<file path="src/rtl/enc16to4_low_arb_pkg.sv">
// Values shared by the active-low 4-to-16 decoder and this 16-to-4 arbiter/encoder.
package enc_dec_pkg;
    localparam int N_LINES = 16;
    localparam int CODE_W  = 4;

    typedef enum logic {
        ST_IDLE  = 1'b0,
        ST_OFFER = 1'b1
    } state_e;
endpackage

</file>
<file path="src/rtl/enc16to4_low_arb_prio_pick16.sv">
// Picks the first set bit of a 16-bit mask, either from bit 0 (fixed priority)
// or starting just after 'base' and wrapping (round-robin).
module prio_pick16
    import enc_dec_pkg::*;
(
    input  logic [N_LINES-1:0] mask,
    input  logic [CODE_W-1:0]  base,
    input  logic               rr_en,
    output logic [CODE_W-1:0]  index,
    output logic               found
);

    logic [CODE_W-1:0] start;
    logic [CODE_W-1:0] cand;

    always_comb begin
        start = rr_en ? base + CODE_W'(1) : '0;
        index = '0;
        found = 1'b0;
        cand  = '0;
        // Modulo-16 wrap comes for free from the 4-bit candidate arithmetic.
        for (int i = 0; i < N_LINES; i++) begin
            cand = start + CODE_W'(i);
            if (!found && mask[cand]) begin
                found = 1'b1;
                index = cand;
            end
        end
    end

endmodule

</file>
<file path="src/rtl/enc16to4_low_arb.sv">
// Captures falling edges on 16 active-low request lines into a pending set and
// serves them one at a time as a 4-bit code over a valid/ready handshake.
//
// state    | meaning
// ST_IDLE  | nothing offered; waits for en=1 and a non-empty pending set
// ST_OFFER | out_code/out_valid held stable until out_valid && out_ready
module enc16to4_low_arb
    import enc_dec_pkg::*;
#(
    parameter int SYNC_STAGES = 2,
    parameter int RR_MODE     = 0
) (
    input  logic               clk,
    input  logic               rst_n,
    input  logic               en,
    input  logic [N_LINES-1:0] req_n,
    output logic [CODE_W-1:0]  out_code,
    output logic               out_valid,
    input  logic               out_ready,
    output logic               any_pending,
    output logic               overrun,
    input  logic               ovr_clr
);

    logic [N_LINES-1:0] sync_q [SYNC_STAGES];
    logic [N_LINES-1:0] sync_d [SYNC_STAGES];
    logic [N_LINES-1:0] prev_q, prev_d;
    logic [N_LINES-1:0] pending_q, pending_d;
    logic [CODE_W-1:0]  out_code_q, out_code_d;
    logic [CODE_W-1:0]  rr_ptr_q, rr_ptr_d;
    logic               out_valid_q, out_valid_d;
    logic               any_pending_q, any_pending_d;
    logic               overrun_q, overrun_d;
    state_e             state_q, state_d;

    logic [N_LINES-1:0] fall;
    logic [N_LINES-1:0] acc_mask;
    logic [N_LINES-1:0] pick_mask;
    logic [CODE_W-1:0]  pick_base;
    logic [CODE_W-1:0]  pick_idx;
    logic               pick_found;
    logic               accept;

    prio_pick16 u_pick (
        .mask  (pick_mask),
        .base  (pick_base),
        .rr_en (RR_MODE != 0),
        .index (pick_idx),
        .found (pick_found)
    );

    always_comb begin
        sync_d[0] = req_n;
        for (int s = 1; s < SYNC_STAGES; s++) begin
            sync_d[s] = sync_q[s-1];
        end
        prev_d = sync_q[SYNC_STAGES-1];
        fall   = prev_q & ~sync_q[SYNC_STAGES-1];

        accept    = (state_q == ST_OFFER) && out_ready;
        acc_mask  = accept ? (N_LINES'(1) << out_code_q) : '0;
        // During an accept the next pick excludes the line just served.
        pick_mask = pending_q & ~acc_mask;
        pick_base = accept ? out_code_q : rr_ptr_q;

        pending_d     = (pending_q & ~acc_mask) | (en ? fall : '0);
        any_pending_d = |pending_d;
        overrun_d     = (en && |(fall & pending_q)) || (overrun_q && !ovr_clr);

        state_d     = state_q;
        out_code_d  = out_code_q;
        out_valid_d = out_valid_q;
        rr_ptr_d    = rr_ptr_q;

        case (state_q)
            ST_IDLE: begin
                if (en && pick_found) begin
                    state_d     = ST_OFFER;
                    out_code_d  = pick_idx;
                    out_valid_d = 1'b1;
                end
            end
            ST_OFFER: begin
                if (accept) begin
                    rr_ptr_d = out_code_q;
                    if (en && pick_found) begin
                        out_code_d = pick_idx;
                    end else begin
                        state_d     = ST_IDLE;
                        out_valid_d = 1'b0;
                    end
                end
            end
            default: begin
                state_d     = ST_IDLE;
                out_valid_d = 1'b0;
            end
        endcase
    end

    always_ff @(posedge clk or negedge rst_n) begin
        if (!rst_n) begin
            for (int s = 0; s < SYNC_STAGES; s++) begin
                sync_q[s] <= '1;
            end
            prev_q        <= '1;
            pending_q     <= '0;
            out_code_q    <= '0;
            out_valid_q   <= 1'b0;
            any_pending_q <= 1'b0;
            overrun_q     <= 1'b0;
            rr_ptr_q      <= '1;
            state_q       <= ST_IDLE;
        end else begin
            for (int s = 0; s < SYNC_STAGES; s++) begin
                sync_q[s] <= sync_d[s];
            end
            prev_q        <= prev_d;
            pending_q     <= pending_d;
            out_code_q    <= out_code_d;
            out_valid_q   <= out_valid_d;
            any_pending_q <= any_pending_d;
            overrun_q     <= overrun_d;
            rr_ptr_q      <= rr_ptr_d;
            state_q       <= state_d;
        end
    end

    assign out_code    = out_code_q;
    assign out_valid   = out_valid_q;
    assign any_pending = any_pending_q;
    assign overrun     = overrun_q;

endmodule

</file>
<file path="config.mk">
export PLATFORM = sky130hd
export DESIGN_NAME = enc16to4_low_arb
export DESIGN_NICKNAME = d
export VERILOG_FILES = /design/src/rtl/enc16to4_low_arb_pkg.sv /design/src/rtl/enc16to4_low_arb_prio_pick16.sv /design/src/rtl/enc16to4_low_arb.sv
export SDC_FILE = /design/constraint.sdc
export NUM_CORES = 1
export LEC_CHECK = 0
export BUFFER_PORTS_ARGS = -buffer_cell sky130_fd_sc_hd__buf_2
export CORE_ASPECT_RATIO = 0.75
export CORE_MARGIN = 10
export CORE_UTILIZATION = 30
export DETAILED_ROUTE_END_ITERATION = 8
export PLACE_DENSITY = 0.47
export REMOVE_ABC_BUFFERS = 1
export SLEW_MARGIN = 20
export SYNTH_ARGS = -nofsm -noshare
export SYNTH_HDL_FRONTEND = slang
export SYNTH_SLANG_ARGS = --single-unit
export TNS_END_PERCENT = 10
</file>
<file path="constraint.sdc">
create_clock -name clk -period 4.8 [get_ports clk]
set_input_delay 0.24 -clock clk [delete_from_list [all_inputs] [get_ports clk]]
set_output_delay 0.24 -clock clk [all_outputs]
set_load 0.005 [all_outputs]
</file>
# Word-level counts from Yosys, hierarchy flattened
# Cells that the tools add are included.
# Widths: inputs -> output; s select.
[totals]
input_bits = 21
reg_bits = 72
elab_cells = 102
[op_classes]
shifts = 1
bitwise_logic = 7
n_eq_ne = 3
muxes = 43
n_reduce_logical = 39
[ops]
columns = ["cell", "count"]
rows = [
  ["$and 16x16->16", 3],
  ["$mux 4", 10],
  ["$mux 16", 2],
  ["$not 16->16", 2],
  ["$reduce_or 16->1", 2],
  ["$mux 1", 22],
  ["$logic_and 1x1->1", 19],
  ["$logic_not 1->1", 16],
  ["$or 16x16->16", 1],
  ["$shl 1x4->16 const A", 1],
  ["$mux 3", 4],
  ["$pmux 4 s2", 1],
  ["$mux 2", 2],
  ["$ne 2x2->1 const B", 2],
  ["$pmux 1 s2", 2],
  ["$reduce_and 3->1", 1],
  ["$ne 2x1->1 const B", 1],
  ["$logic_or 1x1->1", 1],
  ["$not 1->1", 1],
]

# Depth between registers and ports, before layout
# Gate-level depths: netlist of run 1.
[logic_depth]
word_depth = 54
mapped_depth = 9
ltp_nobuf = 6

# By module
# Synthesis of run 1 repeated with hierarchy kept, for this count alone.
[hier_totals]
hier_cells = 518
hier_area_um2 = 5084.9
[modules_own_cells]
columns = ["mod", "seq_area_each_um2", "area_each_um2", "cells_per_inst", "n_inst"]
rows = [
  ["enc16to4_low_arb", 1966.9, 2740.1, 191, 1],
  ["prio_pick16", 0.0, 2344.7, 327, 1],
]

# Worst setup path after synthesis of run 1
# Ideal clock, no wire load.
[synth_timing]
path_kind = "flip-flop to flip-flop"
start = "register out_code_q[1], in the netlist out_code[1]"
end = "register out_code_q[0], in the netlist out_code[0]"
arrival_time_ns = 1.731
slack_ns = 2.987
synth_period_minus_slack_ns = 1.813
path_stages_with_launch = 9
t_required_ns = 4.718
path_buffers = 2
path_cell_list = "dfrtp_1 -> buf_6 -> buf_6 -> nor4_4 -> a311oi_2 -> o31ai_4 -> nand4b_4 -> nor3b_1 -> a31oi_1"
[synth_between]
elab_chain_len = 54
elab_cells_between_ends = 69
classes_between = "shift (1); mux (35); bitwise (2); reduce/logical (31)"
[synth_lines]
columns = ["element", "line", "rtl"]
rows = [
  ["start: declaration", "enc16to4_low_arb.sv:29", "logic [CODE_W-1:0] out_code_q, out_code_d;"],
  ["start signal: assignment", "enc16to4_low_arb.sv:120", "out_code_q <= out_code_d;"],
  ["$shl 1x4->16 *", "enc16to4_low_arb.sv:61", "acc_mask = accept ? (N_LINES'(1) << out_code_q) : '0;"],
  ["$mux 16 *", "enc16to4_low_arb.sv:61", ""],
  ["$not 16->16 *", "enc16to4_low_arb.sv:63", "pick_mask = pending_q & ~acc_mask;"],
  ["$and 16x16->16 *", "enc16to4_low_arb.sv:63", ""],
  ["$mux 1", "enc16to4_low_arb_prio_pick16.sv:24", "if (!found && mask[cand]) begin"],
  ["$logic_not 1->1", "enc16to4_low_arb_prio_pick16.sv:24", ""],
  ["$logic_and 1x1->1", "enc16to4_low_arb_prio_pick16.sv:24", ""],
  ["$mux 1", "enc16to4_low_arb_prio_pick16.sv:24", ""],
  ["[... 38 more ...]", "n/a", ""],
  ["$mux 1", "enc16to4_low_arb_prio_pick16.sv:24", ""],
  ["$logic_not 1->1", "enc16to4_low_arb_prio_pick16.sv:24", ""],
  ["$logic_and 1x1->1", "enc16to4_low_arb_prio_pick16.sv:24", ""],
  ["$mux 1", "enc16to4_low_arb_prio_pick16.sv:24", ""],
  ["$logic_and 1x1->1", "enc16to4_low_arb.sv:77, enc16to4_low_arb.sv:86", ""],
  ["$mux 4 *", "enc16to4_low_arb.sv:77, enc16to4_low_arb.sv:86", ""],
  ["$mux 4", "enc16to4_low_arb.sv:84", "if (accept) begin"],
  ["$pmux 4 s2 *", "enc16to4_low_arb.sv:75", "case (state_q)"],
]
# Every way passes the cells marked *; elsewhere a longest branch is shown, timed or not. The select of a mux whose other input is x is not followed.
# A chain may end at the register's enable or synchronous reset.

# Worst setup path after layout of run 1
# Same ends and word-level chain as after synthesis.

==> results.yml, run 1 <==
synthesis:
  synth_top_area_share_pct: 39.8
  synth-main-ff-cell: "dfstp_2"
  ys_seq_area_share_pct: 58.8
  netlist_area_um2: 3170
  synth_edf_count: 0
  syn_avg_cell_area_um2: 11.4
  synth.distinct_cells: 50
  synth_cells: 277
  ys_async_sr_fraction_pct: 100
  synth-seq-cells: 72
  yosys_warnings: 0
  synth_area_leader_cell: "dfstp_2"
  yosys-top-cells-area: "dfstp_2 40%, dfrtp_1 19%, nand2_1 4.4%"
global_routing:
  grt_usage_pct: 10.3
  grt_pass1_wl_um: 12300
  grt_max_degree: 42
  grt_pass1_vias: 2230
  grt_antenna_before_repair: 0
  grt_overflow: 0
clock_network:
  clk_latency_ns: 0.33
  clock_path_buffers: 2
  numCtsBuffers: 9
  cts_tree: "built"
  path_clk_slew_ns: 0.06
  htree_levels: 3
  cts_root_buf: "clkbuf_16"
  cts.sinks: 72
  post_cts_resized: 0
timing:
  rsz0062_at_grt: "false"
  period_minus_slack_ns: 2.45
  setup_violations: 0
  fin_tns_setup_ns: 0
  worst_pin_slew_ns: 0.918
  hold_viol: 0
  relSlewSlack_pct: 38.8
  drv_slew: 0
  post-route-period-util_pct: 51.0
  finClkSkew_ns: 0.00555
  clock.fmax_ghz: 0.409
  fin_ws_ns: 2.35
  whs_ns: 0.0203
critical_path:
  slowest_delay_ns: 0.92
  crit_arrival_ns: 2.70
  critical_path.cell_chain: "mux2i_1 > a311oi_2 > o31ai_4 > and2_1 > o211ai_1 > a31oi_1"
  crit_type: "reg -> reg"
  cp_slowest_cell: "dfrtp_1"
  end_kind: "register"
  required_ns: 5.05
  critPathMaxFanout: 25
  start_kind: "register"
cells_and_area:
  diodes: 0
  instances_no_fill: 457
  layout_common_cells: "48 x dfstp_2, 37 x nand2_1, 27 x buf_2"
  final_common_cell: "dfstp_2"
  design_area_um2: 3820
  drive_gt1_share_pct: 31.2
  areaGrowthSynthToFinish_pct: 20.6
  nets: 337
  regArea_um2: 1860
  utilization_pct: 37.1
  fillCellCount: 1003
  multi_input_area_um2: 1180
die:
  fp.dieW_um: 139
  design.core.area_um2: 10300
  pin_count: 28
  die-area_um2: 15100
  die_y_um: 109
  initial_core_util_pct: 30.8
  rows: 32
status:
  status: "finished, final reports clean"
routing:
  drt-vias-per-instance: 5.01
  wl_um: 7430
  drt_iter0_markers: 222
  vias: 2291
  ant_nets: 0
  wl_per_cell_um: 16.3
  drc_errors: 0
  drt-pass1-iter-count: 5
min_path:
  hold_class: "in -> reg"
place:
  gp_congestion: 0.881
  preCtsSetupSlack_ns: 2.37
  dp.cells: 425
  hpwl_um: 5330
  detailed_place.area_um2: 3380
  port_buffers: 27
power:
  p_leak_nw: 1.54
  peakVddDrop_uv: 227
  p_total_mw: 1.62
  p_per_area_nw_per_um2: 426
run:
  drv_cap: 0
## where the power goes
part           leakage [nW]  total (mW)  internal (mW)  switching, mW
Clock                 0.136       0.611          0.363          0.248
Sequential            0.753       0.786          0.680          0.106
Combinational         0.647       0.228          0.102          0.126
Total                  1.54        1.62           1.15          0.480
## cells by family after synthesis
| family | after synthesis | share of synthesized area, % |
|---|---|---|
| compound gates | 73 | 17.2 |
| buf+inv | 23 | 3.83 |
| flops | 72 | 58.8 |
| mux | 5 | 1.74 |
| simple gates | 104 | 18.5 |
## registers in the layout, summed over array words and instances, names as in the netlist
name / count
out_valid: 1
prev_q: 16
pending_q: 16
overrun: 1
state_q: 1
sync_d: 16
prev_d: 16
out_code: 4
any_pending: 1
## layer usage
metal,track usage (%),wire length [um]
met1,14.4,3570
met2,14.0,3110
met3,3.43,619
met4,4.61,131
met5,0,0
## Yosys cell counts, drive strengths merged, types with 2 or more instances
cell type,number
or4,2
buf,11
nor2,13
dfstp,48
and4b,3
a21o,2
nor4,7
a31oi,5
a32oi,2
nor3,3
nand4b,3
a22o,10
nand2,37
a21oi,15
a311oi,3
clkbuf,5
o32ai,2
o31ai,2
dfrtp,24
nor3b,2
nor2b,19
o32a,2
inv,7
nand4,2
a22oi,9
nand2b,2
o211ai,3
mux2i,4
nand3,5
o21ai,12
## cell type report
type | count | share of cell area [%]
sequential | 72 | 48.8
inverter | 7 | 0.688
multi-input combinational | 182 | 31.0
tap | 136 | 4.46
clock buffer | 11 | 6.36
timing repair buffer | 44 | 7.93
clock inverter | 5 | 0.852
## worst paths after layout
| kind | startpoint | to | slack (ns) | cells after the start |
|---|---|---|---|---|
| worst max-delay path | out_code[1]$_DFFE_PN0P_ | out_code[0]$_DFFE_PN0P_ | 2.35 | 6 |
| worst min-delay path | req_n[14] | sync_d[14]$_DFF_PN1_ | 0.02 | 1 |
| worst max register to register | out_code[1]$_DFFE_PN0P_ | out_code[0]$_DFFE_PN0P_ | 2.35 | 6 |
| worst min register to register | sync_d[3]$_DFF_PN1_ | prev_d[3]$_DFF_PN1_ | 0.35 | 0 |
| max in group asynchronous | rst_n | sync_d[5]$_DFF_PN1_ | 3.31 | 3 |
| min in group asynchronous | rst_n | pending_q[1]$_DFF_PN0_ | 0.50 | 2 |
## timing repair
item,CTS,global route
buffers inserted,0,0
setup endpoints to repair,0,0
endpoints found under the hold margin,31,0
hold buffers,16,0
## worst max-delay path, delay by kind of cell, from the launching register on
| family | cells | cell delay (ns) |
|---|---|---|
| compound gates | 4 | 0.88 |
| simple gates | 1 | 0.24 |
| flops | 1 | 0.92 |
| mux | 1 | 0.31 |
Note: power is estimated with default switching activity, not from simulation.
==> run 2: changes to the inputs <==
--- a/config.mk
+++ b/config.mk
@@ -5,12 +5,13 @@
 export SDC_FILE = /design/constraint.sdc
 export NUM_CORES = 1
 export LEC_CHECK = 0
+export ABC_AREA = 1
 export BUFFER_PORTS_ARGS = -buffer_cell sky130_fd_sc_hd__buf_2
 export CORE_ASPECT_RATIO = 0.75
 export CORE_MARGIN = 10
 export CORE_UTILIZATION = 30
 export DETAILED_ROUTE_END_ITERATION = 8
-export PLACE_DENSITY = 0.47
+export PLACE_DENSITY = 0.49
 export REMOVE_ABC_BUFFERS = 1
 export SLEW_MARGIN = 20
 export SYNTH_ARGS = -nofsm -noshare
==> constraint.sdc (replaced) <==
create_clock -name clk -period 2.2 [get_ports clk]
set_input_delay 0.11 -clock clk [delete_from_list [all_inputs] [get_ports clk]]
set_output_delay 0.11 -clock clk [all_outputs]
set_load 0.005 [all_outputs]
==> run 2 against run 1 <==
- sequential cell count unchanged
- routed wire length decreased by 19%
- maximum frequency rose by 12%
- final cell count up 4.4%
- sequential share of layout area is 0.24 points higher
- core utilization is 2.6 points higher
- critical path depth is 9 higher
- register-to-register slack worse by 2.3 ns
- synthesized area shrank 8.0%
- sequential power up 100%
- critical path type unchanged
- largest cell class unchanged
==> results.yml, run 2 <==
cells_and_area:
  utilization_pct: 39.7
  regArea_um2: 1870
  fillCellCount: 936
  areaGrowthSynthToFinish_pct: 30.7
  drive_gt1_share_pct: 40.3
  layout_common_cells: "48 x dfstp_2, 43 x inv_1, 38 x nand2_1"
  diodes: 0
  final_common_cell: "dfstp_2"
  multi_input_area_um2: 888
  nets: 361
synthesis:
  synth_top_family_by_area: "simple AND/OR/NAND/NOR gates"
  synth_edf_count: 0
  synth-simple-area-share_pct: 21.9
  ys_async_sr_fraction_pct: 100
  synth_mux_area_share_pct: 0
  yosysMostFrequentCell: "dfstp_2"
  synth.distinct_cells: 35
  synth-adder-area-share_pct: 0
  synth-seq-cells: 72
  synth_cells: 269
  ys_seq_area_share_pct: 63.9
  netlist_area_um2: 2910
  synthTopCellsByCount: "48 x dfstp_2, 43 x inv_1, 41 x nand2_1"
  yosys_warnings: 0
  yosys-top-cells-area: "dfstp_2 43%, dfrtp_1 21%, inv_1 5.5%"
  synth-main-ff-cell: "dfstp_2"
  syn_avg_cell_area_um2: 10.8
  synth_xor_area_share_pct: 0
  synth_top_area_share_pct: 43.3
  synth_area_leader_cell: "dfstp_2"
  synth_compound_area_share_pct: 7.90
timing:
  hold_viol: 0
  worst_pin_slew_ns: 0.559
  finClkSkew_ns: 0.00688
  relSlewSlack_pct: 62.8
  drv_slew: 0
  clock.fmax_ghz: 0.460
  post-route-period-util_pct: 98.9
  fin_ws_ns: 0.0238
  rsz0062_at_grt: "true"
  period_minus_slack_ns: 2.18
  setup_violations: 0
  whs_ns: 0.134
routing:
  ant_nets: 0
  wl_um: 6040
  vias: 2065
  drt_iter0_markers: 94
  wl_per_cell_um: 12.7
  drc_errors: 0
  drt-vias-per-instance: 4.33
  drt-pass1-iter-count: 4
critical_path:
  crit_start: "out_code[0]$_DFFE_PN0P_"
  reg2reg_slack_ns: 0.02
  critPathMaxFanout: 6
  start_kind: "register"
  end_kind: "register"
  cp_top_family: "simple AND/OR/NAND/NOR gates"
  crit_type: "reg -> reg"
  crit_arrival_ns: 2.44
  path_common_cell: "nand2_1"
  critical_path.cell_chain: "inv_2 > nand2_1 > nor2_1 > nand2_1 > nand2_2 > nand2_2 > nor2_4 > nand4_4 > nor2_4 > nand4_4 > nor3_4 > nand4_2 > nand3_2 > nand2_1 > nand2_1"
  timing.rr.start: "out_code[0]$_DFFE_PN0P_"
  slowest_delay_ns: 0.45
  cp_slowest_cell: "dfrtp_2"
  reg2reg_depth: 15
  worstReg2RegEnd: "out_code[2]$_DFFE_PN0P_"
  required_ns: 2.47
  cp_num_buf_inv: 1
die:
  die-area_um2: 14100
  pin_count: 28
  design.core.area_um2: 9580
  rows: 31
  initial_core_util_pct: 30.4
  die_y_um: 105
  fp.dieW_um: 134
min_path:
  hold_class: "in -> reg"
  min-delay-start: "out_ready"
  hold_end: "state_q$_DFF_PN0_"
  whs_path_depth: 3
clock_network:
  cts_root_buf: "clkbuf_16"
  path_clk_slew_ns: 0.05
  htree_levels: 3
  clock_path_buffers: 2
  clk_latency_ns: 0.34
  cts.sinks: 72
  numCtsBuffers: 9
  cts_tree: "built"
power:
  p_per_area_nw_per_um2: 906
  peakVddDrop_uv: 454
  p_total_mw: 3.45
  p_leak_nw: 1.76
status:
  status: "finished, final reports clean"
place:
  port_buffers: 27
  preCtsSetupSlack_ns: -0.0386
  hpwl_um: 4570
  gp_congestion: 0.861
global_routing:
  grt_max_degree: 47
  grt_antenna_before_repair: 0
  grt_overflow: 0
  grt_pass1_vias: 2129
  grt_usage_pct: 9.32
  grt_pass1_wl_um: 10400
run:
  drv_cap: 0
-- run 2: cell count changes in the layout (fill, tap and decap cells not counted), sizes merged, moves of 9 or more --
cell	previous run	this run
nand3	5	29
a22oi	9	0
a22o	10	0
nor2b	19	0
buf	28	45
nand2	37	47
inv	8	45
-- run 2: worst max-delay path by stage --
stage / slack, ns / depth (start not counted) / end
2_1_floorplan: 0.26 / 16 / out_code[0]$_DFFE_PN0P_
3_3_place_gp: -0.003 / 16 / out_code[3]$_DFFE_PN0P_
5_1_grt: -0.16 / 15 / out_code[2]$_DFFE_PN0P_
4_1_cts: 0.02 / 11 / out_code[3]$_DFFE_PN0P_
3_5_place_dp: -0.04 / 16 / out_code[3]$_DFFE_PN0P_
6_report: 0.02 / 15 / out_code[2]$_DFFE_PN0P_
-- run 2: kinds of logic (layout without fill, tap and decap cells) --
| group | after synthesis | count (layout) |
|---|---|---|
| buffers and inverters | 48 | 124 |
| and+or+nand+nor | 118 | 118 |
| DFF | 72 | 72 |
| AOI/OAI and AO/OA | 31 | 31 |
-- run 2: stage by stage --
| stage | cells | setup TNS [ns] | instance area, um^2 |
|---|---|---|---|
| 2_1_floorplan | 266 | 0 | 2900 |
| 3_3_place_gp | 441 | -0.0106 | 3320 |
| 3_5_place_dp | 441 | -0.150 | 3320 |
| 4_1_cts | 475 | 0 | 3770 |
| 5_1_grt | 477 | -0.765 | 3810 |
| 6_report | 477 | 0 | 3810 |
-- run 2: layout make-up --
| class | instances | area share [%] |
|---|---|---|
| clock buffer | 13 | 6.57 |
| clock inverter | 3 | 0.493 |
| inverter | 45 | 4.44 |
| multi-input combinational | 149 | 23.3 |
| sequential | 72 | 49.0 |
| tap | 132 | 4.34 |
| timing repair buffer | 63 | 11.8 |
-- run 2: power by group --
group | switching [mW] | internal (mW) | leakage, nW
clock | 0.517 | 0.792 | 0.134
sequential | 0.102 | 1.48 | 0.745
combinational | 0.334 | 0.231 | 0.882
total | 0.952 | 2.50 | 1.76
-- run 2: timing repair --
action	in CTS	in global routing
cloned	0	0
pin swaps	0	1
setup endpoints to repair	5	7
gates resized for setup	2	7
hold endpoints to repair	41	0
setup buffers	0	2
hold buffers	18	0
-- run 2: worst register-to-register path, stage by stage (launching register included) --
cell and delay [ns]:
dfrtp_2 0.45, inv_2 0.10, nand2_1 0.05, nor2_1 0.16, nand2_1 0.09, nand2_2 0.08, nand2_2 0.07, nor2_4 0.11
nand4_4 0.10, nor2_4 0.16, nand4_4 0.13, nor3_4 0.23, nand4_2 0.14, nand3_2 0.12, nand2_1 0.06, nand2_1 0.06
-- run 2: metal layers --
metal / share of wire [%] / track usage (%) / vias up
li1: - / - / 1033
met1: 51 / 12.2 / 984
met2: 41 / 12.6 / 38
met3: 5.8 / 4.65 / 10
met4: 1.7 / 3.95 / 0
met5: 0 / 0 / -
==> run 3: changes to the inputs <==
--- a/config.mk
+++ b/config.mk
@@ -12,7 +12,9 @@
 export CORE_UTILIZATION = 30
 export DETAILED_ROUTE_END_ITERATION = 8
 export PLACE_DENSITY = 0.49
+export RECOVER_POWER = 100
 export REMOVE_ABC_BUFFERS = 1
+export SKIP_LAST_GASP = 1
 export SLEW_MARGIN = 20
 export SYNTH_ARGS = -nofsm -noshare
 export SYNTH_HDL_FRONTEND = slang
==> run 3 against run 2 <==
- total power is 0.54% lower
- global-route usage unchanged
- maximum frequency down 0.18%
- critical path type unchanged
==> results.yml, run 3 (same netlist as run 2, synthesis figures left out) <==
routing:
  ant_nets: 0
  drc_errors: 0
  drt-vias-per-instance: 4.36
  drt_iter0_markers: 111
  wl_um: 6040
  wl_per_cell_um: 12.7
  drt-pass1-iter-count: 4
  vias: 2082
die:
  rows: 31
  pin_count: 28
  design.core.area_um2: 9580
  fp.dieW_um: 134
  die_y_um: 105
  die-area_um2: 14100
  initial_core_util_pct: 30.4
critical_path:
  crit_start: "out_code[0]$_DFFE_PN0P_"
  critical_path.cell_chain: "inv_2 > nand2_1 > nor2_2 > nand2_1 > nand2_2 > nand2_4 > nor2_4 > nand4_4 > nor2_4 > nand4_4 > nor3_4 > o211ai_2 > nand2_1 > nand3_1 > nand2_1"
  slowest_delay_ns: 0.45
  crit_arrival_ns: 2.45
  cp_top_family: "simple AND/OR/NAND/NOR gates"
  path_common_cell: "nand2_1"
  cp_num_buf_inv: 1
  cp_slowest_cell: "dfrtp_2"
  timing.rr.start: "out_code[0]$_DFFE_PN0P_"
  required_ns: 2.47
  end_kind: "register"
  critPathMaxFanout: 6
  crit_type: "reg -> reg"
  start_kind: "register"
status:
  status: "finished, final reports clean"
power:
  p_leak_nw: 1.74
  peakVddDrop_uv: 453
  p_per_area_nw_per_um2: 907
min_path:
  min-delay-start: "out_ready"
  hold_class: "in -> reg"
cells_and_area:
  diodes: 0
  layout_common_cells: "43 x inv_1, 41 x nand2_1, 39 x dfstp_2"
  final_common_cell: "inv_1"
  drive_gt1_share_pct: 35.1
  nets: 361
  utilization_pct: 39.5
  fillCellCount: 938
  areaGrowthSynthToFinish_pct: 29.9
timing:
  relSlewSlack_pct: 8.05
  fin_ws_ns: 0.0198
  hold_viol: 0
  worst_pin_slew_ns: 1.38
  rsz0062_at_grt: "true"
  post-route-period-util_pct: 99.1
  setup_violations: 0
  clock.fmax_ghz: 0.459
  period_minus_slack_ns: 2.18
  drv_slew: 0
  finClkSkew_ns: 0.00708
clock_network:
  cts_root_buf: "clkbuf_16"
  numCtsBuffers: 9
  clock_path_buffers: 2
  cts_tree: "built"
  htree_levels: 3
  path_clk_slew_ns: 0.05
  clk_latency_ns: 0.34
  cts.sinks: 72
global_routing:
  grt_antenna_before_repair: 0
  grt_pass1_wl_um: 10400
  grt_pass1_vias: 2129
  grt_overflow: 0
  grt_usage_pct: 9.32
  grt_max_degree: 47
place:
  hpwl_um: 4570
  port_buffers: 27
  preCtsSetupSlack_ns: -0.0386
  gp_congestion: 0.861
run:
  drv_cap: 0
## run 3: cell types whose count changed in the layout (fill, tap and decap cells not counted), sizes merged
cell / delta
clkbuf: +6
buf: -6
## run 3: final timing paths
check	to	cells past startpoint	slack (ns)
max	out_code[3]$_DFFE_PN0P_	15	0.02
min	state_q$_DFF_PN0_	3	0.14
max reg2reg	out_code[3]$_DFFE_PN0P_	15	0.02
min reg2reg	prev_d[12]$_DFF_PN1_	0	0.35
max in group asynchronous	out_code[0]$_DFFE_PN0P_	3	0.55
min in group asynchronous	overrun$_DFF_PN0_	3	0.64
## run 3: area by class of cell
class | instances | area (um^2) | area share [%]
Sequential cell | 72 | 1860 | 49.3
Multi-Input combinational cell | 149 | 876 | 23.2
Timing Repair Buffer | 63 | 439 | 11.6
Clock buffer | 13 | 250 | 6.62
Inverter | 45 | 169 | 4.47
Tap cell | 132 | 165 | 4.37
Clock inverter | 3 | 18.8 | 0.496
## run 3: report_power, final
part	switching [mW]	total (mW)	internal [mW]
Clock	0.517	1.31	0.792
Combinational	0.330	0.553	0.223
Sequential	0.0980	1.57	1.47
## run 3: per-stage QoR
step	hold WS [ns]	power (mW)	TNS (ns)	instance area [um^2]	instances
after floorplan	-0.186	1.90	0	2900	266
after global placement	0.138	2.12	-0.0106	3320	441
after detailed placement	0.144	2.12	-0.150	3320	441
after CTS	0.128	3.49	0	3770	475
after global routing	0.154	3.64	-0.915	3780	477
final	0.135	3.43	0	3780	477
## run 3: repair_timing
item	4_1_cts	5_1_grt
hold buffers	18	0
resized for setup	2	2
pin swaps	0	1
setup buffers	0	2
endpoints found under the hold margin	41	0
setup endpoints to repair	5	7
## run 3: metal layers
metal / global-route usage (%) / wire (um)
met1: 12.2 / 3130
met2: 12.6 / 2470
met3: 4.65 / 341
met4: 3.95 / 103
met5: 0 / 0
## run 3: tightest hold or removal path: cells and delay by family
family	cells	cell delay [ns]
and+or+nand+nor	2	0.24
buffers and inverters	1	0.09
